$ cat src/rtl/pong_pkg.sv
// Shared definitions for the pong sequencer and datapath: FSM state encoding
// and default timing/score parameters.
package pong_pkg;

   typedef enum logic [2:0] {
      ST_IDLE      = 3'd0,
      ST_SERVE     = 3'd1,
      ST_PLAY      = 3'd2,
      ST_SCORED    = 3'd3,
      ST_GAME_OVER = 3'd4
   } state_t;

   localparam int DEF_TICK_DIV   = 16;
   localparam int DEF_SCORE_W    = 4;
   localparam int DEF_WIN_SCORE  = 7;
   localparam int DEF_HOLD_TICKS = 4;

endpackage

$ cat src/rtl/pong_tick_divider.sv
// Free-running 0..TICK_DIV-1 counter with hold (enable low) and synchronous clear.
// o_wrap marks the enabled cycle on which the count rolls over.
module pong_tick_divider #(
   parameter int TICK_DIV = pong_pkg::DEF_TICK_DIV
) (
   input  logic clk,
   input  logic rst_n,
   input  logic i_en,
   input  logic i_clear,
   output logic o_wrap
);

   localparam int CW = $clog2(TICK_DIV);
   localparam logic [CW-1:0] LAST = CW'(TICK_DIV - 1);

   logic [CW-1:0] r_count;

   always_ff @(posedge clk or negedge rst_n) begin
      if (!rst_n) begin
         r_count <= '0;
      end else if (i_clear) begin
         r_count <= '0;
      end else if (i_en) begin
         r_count <= (r_count == LAST) ? '0 : r_count + 1'b1;
      end
   end

   assign o_wrap = i_en & (r_count == LAST);

endmodule

$ cat src/rtl/pong_game_sequencer.sv
// Pong game flow controller: serve/play/score/game-over FSM, score keeping and
// the datapath tick strobe derived from the system clock.
module pong_game_sequencer
   import pong_pkg::*;
#(
   parameter int TICK_DIV   = DEF_TICK_DIV,
   parameter int SCORE_W    = DEF_SCORE_W,
   parameter int WIN_SCORE  = DEF_WIN_SCORE,
   parameter int HOLD_TICKS = DEF_HOLD_TICKS
) (
   input  logic               clk,
   input  logic               rst_n,
   input  logic               start,
   input  logic               pause,
   input  logic               miss_left,
   input  logic               miss_right,
   output logic               tick_en,
   output logic               dp_load,
   output logic               serve_dir,
   output logic [SCORE_W-1:0] score_left,
   output logic [SCORE_W-1:0] score_right,
   output logic [2:0]         game_state,
   output logic               game_over
);

   localparam int HW = $clog2(HOLD_TICKS + 1);
   localparam logic [SCORE_W-1:0] WIN       = SCORE_W'(WIN_SCORE);
   localparam logic [HW-1:0]      HOLD_LAST = HW'(HOLD_TICKS - 1);

   state_t             r_state, w_state_nxt;
   logic [SCORE_W-1:0] r_score_left, w_score_left_nxt;
   logic [SCORE_W-1:0] r_score_right, w_score_right_nxt;
   logic               r_serve_dir, w_serve_dir_nxt;
   logic [HW-1:0]      r_hold, w_hold_nxt;
   logic               w_active;
   logic               w_wrap;

   // Divider only runs during a rally or the post-point hold; a pause freezes its phase.
   assign w_active = (r_state == ST_PLAY) || (r_state == ST_SCORED);

   pong_tick_divider #(
      .TICK_DIV (TICK_DIV)
   ) u_div (
      .clk     (clk),
      .rst_n   (rst_n),
      .i_en    (w_active & ~pause),
      .i_clear (~w_active),
      .o_wrap  (w_wrap)
   );

   always_ff @(posedge clk or negedge rst_n) begin
      if (!rst_n) begin
         r_state       <= ST_IDLE;
         r_score_left  <= '0;
         r_score_right <= '0;
         r_serve_dir   <= 1'b1;
         r_hold        <= '0;
      end else begin
         r_state       <= w_state_nxt;
         r_score_left  <= w_score_left_nxt;
         r_score_right <= w_score_right_nxt;
         r_serve_dir   <= w_serve_dir_nxt;
         r_hold        <= w_hold_nxt;
      end
   end

   always_comb begin
      w_state_nxt       = r_state;
      w_score_left_nxt  = r_score_left;
      w_score_right_nxt = r_score_right;
      w_serve_dir_nxt   = r_serve_dir;
      w_hold_nxt        = r_hold;
      case (r_state)
         ST_IDLE: begin
            if (start) w_state_nxt = ST_SERVE;
         end
         ST_SERVE: begin
            w_state_nxt = ST_PLAY;
         end
         ST_PLAY: begin
            // A simultaneous miss on both edges is a dead ball: re-serve without scoring.
            if (miss_left && !miss_right) begin
               if (r_score_right < WIN) w_score_right_nxt = r_score_right + 1'b1;
               w_serve_dir_nxt = 1'b0;
               w_state_nxt     = ST_SCORED;
            end else if (miss_right && !miss_left) begin
               if (r_score_left < WIN) w_score_left_nxt = r_score_left + 1'b1;
               w_serve_dir_nxt = 1'b1;
               w_state_nxt     = ST_SCORED;
            end else if (miss_left && miss_right) begin
               w_state_nxt = ST_SCORED;
            end
         end
         ST_SCORED: begin
            if (w_wrap) begin
               if (r_hold == HOLD_LAST) begin
                  w_hold_nxt  = '0;
                  w_state_nxt = ((r_score_left == WIN) || (r_score_right == WIN)) ?
                                ST_GAME_OVER : ST_SERVE;
               end else begin
                  w_hold_nxt = r_hold + 1'b1;
               end
            end
         end
         ST_GAME_OVER: begin
            if (start) begin
               w_score_left_nxt  = '0;
               w_score_right_nxt = '0;
               w_serve_dir_nxt   = 1'b1;
               w_state_nxt       = ST_SERVE;
            end
         end
         default: begin
            w_state_nxt = ST_IDLE;
         end
      endcase
   end

   assign tick_en     = (r_state == ST_PLAY) & w_wrap;
   assign dp_load     = (r_state == ST_SERVE);
   assign game_over   = (r_state == ST_GAME_OVER);
   assign serve_dir   = r_serve_dir;
   assign score_left  = r_score_left;
   assign score_right = r_score_right;
   assign game_state  = r_state;

endmodule

$ cat config.mk
export PLATFORM = sky130hd
export DESIGN_NAME = pong_game_sequencer
export DESIGN_NICKNAME = d
export VERILOG_FILES = /design/src/rtl/pong_pkg.sv /design/src/rtl/pong_tick_divider.sv /design/src/rtl/pong_game_sequencer.sv
export SDC_FILE = /design/constraint.sdc
export NUM_CORES = 1
export LEC_CHECK = 0
export CORE_UTILIZATION = 50
export DETAILED_ROUTE_END_ITERATION = 6
export GPL_TIMING_DRIVEN = 0
export PLACE_DENSITY = 0.89
export SETUP_SLACK_MARGIN = 0.3
export SLEW_MARGIN = 20
export SYNTH_ARGS = -nofsm -noshare
export SYNTH_HDL_FRONTEND = slang
export SYNTH_SLANG_ARGS = --single-unit
$ cat constraint.sdc
create_clock -name clk -period 1.6 [get_ports clk]
set_input_delay 0.32 -clock clk [delete_from_list [all_inputs] [get_ports clk]]
set_output_delay 0.32 -clock clk [all_outputs]
set_load 0.03 [all_outputs]
==> impl_metrics.csv <==
group,metric,value,unit
run_status,outcome,"finished with violations",
run_status,violations,"negative setup slack",
finish,final_nets,163,
setup_path,worst_ep_arrival_time,1.50,ns
routing,viasPerCell,5.777,
routing,drcViolationCount,0,
logic_synthesis,synth_seq_cells,19,
timing,hold_viol,0,
logic_synthesis,async_flop_share,100.0,%
clock_network,cts_buffer_depth,2,
placed_design,dp_hpwl,1888,um
flow_run,maxCapViolations,0,
logic_synthesis,mappedNetlistArea,1069,sq um
setup_path,worstRegToRegCells,9,
timing,max_clock_freq,550.7,MHz
floorplan,coreArea,1982,sq um
placed_design,port_buffers,20,
logic_synthesis,synth_area_leaders,"dfrtp_1, ha_1, nor2_1",
global_routing,grt_overflow,0,
floorplan,die-area,2326,sq um
setup_path,worstPathCellList,"buf_6, or3b_4, nor2_4, buf_6",
setup_path,reg2reg_to,"score_right[3]",
timing,post-route-period-util,113.5,%
setup_path,critical_path.slowest_cell,"dfrtp_2",
floorplan,pin_count,21,
global_routing,track_usage,25.48,%
logic_synthesis,synth_edf_count,0,
setup_path,cp-end-kind,"primary output",
logic_synthesis,synth_common_cells,"dfrtp_1, nor2_1, inv_1, nand2_1, a21oi_1",
setup_path,r2r_start,"game_state[0]",
logic_synthesis,synth.top_cell.area_share,42.15,%
logic_synthesis,ys_seq_area_share,44.61,%
setup_path,cp_data_required_time,1.28,ns
clock_network,cts_hold_buf,0,
finish,n_fill_cell,96,
routing,firstDrtPassIters,4,
setup_path,worst-path-max-fanout,3,
power,ir_worst_vdd,1087,uV
setup_path,worstSetupPathType,"flop to primary output",
power,power_density,1374,nW/um^2
hold_path,hold_class,"primary input to asynchronous set/reset pin",
clock_network,cts-buffers-inserted,3,
timing,fin_ws,-0.2159,ns
logic_synthesis,syn_nets,116,
logic_synthesis,synthMostInstantiatedCell,"dfrtp_1",
floorplan,die_w,48.23,um
floorplan,start_util,53.91,%
setup_path,crit_family,"simple AND/OR/NAND/NOR gates",
logic_synthesis,ys.flop_type,"dfrtp_1",
global_routing,grt_pass1_wl,4050,um
power,p_leak,0.7641,nW
floorplan,chipHeight,48.23,um
global_routing,grt_pass1_vias,920,
timing,min_period,1.816,ns
clock_network,root_buffer,"clkbuf_4",
finish,insertedDiodeCount,0,
placed_design,gp_congestion,0.7669,
timing,fin_worst_skew,0.0004776,ns
global_routing,grt_max_degree,20,
timing,rsz0062_at_grt,"true",
setup_path,slowest_delay,0.43,ns
setup_path,critPathLaunchType,"flop",
setup_path,cp.buffers_inverters,2,
routing,drtIter0Drc,25,
clock_network,tritoncts,"yes",
routing,vias,1034,
logic_synthesis,yosys_warnings,0,
timing,worstMarginPinSlew,0.8429,ns
timing,setup_viol,14,
clock_network,cts.sinks,19,
finish,drive_gt1_share,51.97,%
routing,wl,2964,um
floorplan,num_rows,16,
timing,slew_violations,0,
logic_synthesis,yosysTopAreaCell,"dfrtp_1",
logic_synthesis,avgSynthCellArea,10.08,sq um
clock_network,clkTransAtPathRegs,0.10,ns
power,total_power,2.271,mW
routing,ant_nets,0,
routing,wire_per_inst,16.56,um
logic_synthesis,synthCells,106,
setup_path,critPathMostFrequentCell,"buf_6",
timing,relSlewSlack,43.63,%
finish,area_growth,54.68,%
logic_synthesis,ys_types,42,
global_routing,antenna_found_initial,0,
setup_path,rrSetupSlack,-0.14,ns
clock_network,htreeDepth,1,
timing,fin_tns_setup,-1.601,ns
clock_network,clk_latency,0.30,ns
-- per-stage QoR --
stage	hold WS [ns]	util, %	instances	area, sq um	setup WS (ns)
finish	0.4931	83.40	179	1653	-0.2159
global route	0.5270	83.40	179	1653	-0.2564
CTS	0.5152	77.65	174	1539	-0.1858
detailed placement	0.5035	68.88	153	1365	-0.7936
global placement	0.4960	68.88	153	1365	-0.7557
floorplan	0.02441	-	106	1131	0.02246
-- registers in the layout (all words and copies together), names as in the netlist --
register / flops
score_left: 4
u_div.r_count: 4
score_right: 4
r_hold: 3
serve_dir: 1
game_state: 3
-- layout by cell type (no fill, tap or decap), types with 4 or more instances in the layout --
cell	n
a21oi_1	4
dfrtp_2	9
buf_2	9
dfrtp_1	9
inv_1	6
nand2_1	7
nor2_1	7
buf_6	14
buf_4	16
-- worst max path at each step --
stage                       start  endpoint  slack (ns)  cells after the start
floorplan           game_state[2]   tick_en        0.02                      3
detailed placement          pause   tick_en       -0.79                      4
finish              game_state[0]   tick_en       -0.22                      4
global placement            pause   tick_en       -0.76                      4
global route        game_state[0]   tick_en       -0.26                      4
CTS                 game_state[0]   tick_en       -0.19                      4
-- per-layer routing --
| layer | wire (um) | GRT usage [%] | up-vias |
|---|---|---|---|
| met5 | 0 | 0 | - |
| met4 | 36 | 11.11 | 0 |
| met3 | 98 | 2.963 | 7 |
| met2 | 1571 | 44.00 | 31 |
| met1 | 1258 | 31.86 | 516 |
| li1 | - | - | 480 |
-- layout make-up --
| type | instances | area (sq um) | share of cell area, % |
|---|---|---|---|
| tap | 27 | 33.78 | 2.044 |
| sequential | 19 | 488.0 | 29.52 |
| buffer | 3 | 37.54 | 2.271 |
| timing repair buffer | 42 | 346.6 | 20.97 |
| inverter | 7 | 28.78 | 1.741 |
| multi-input combinational | 77 | 691.9 | 41.86 |
| clock buffer | 4 | 26.28 | 1.590 |
-- report_power, final --
group | total, mW | internal, mW | switching [mW] | leakage (nW)
sequential | 0.830 | 0.653 | 0.177 | 0.212
clock | 0.241 | 0.0973 | 0.144 | 0.0150
combinational | 1.20 | 0.537 | 0.663 | 0.537
-- kinds of logic after synthesis --
group / Yosys count / share of synthesized area (%)
buf+inv: 10 / 4.332
compound gates: 23 / 14.87
xor+xnor: 1 / 0.8198
flops: 19 / 44.61
simple gates: 43 / 24.71
fa+ha+maj: 4 / 4.684
mux: 6 / 5.972
-- what timing repair did --
item                                    in CTS  in global routing
endpoints found under the hold margin        0                  0
pin swaps                                   13                 13
setup buffers                               17                  5
cloned                                       0                  0
endpoints found under the setup margin      31                 22
gates resized for setup                    103                 14
No activity file was read; power rests on OpenSTA's default activity.
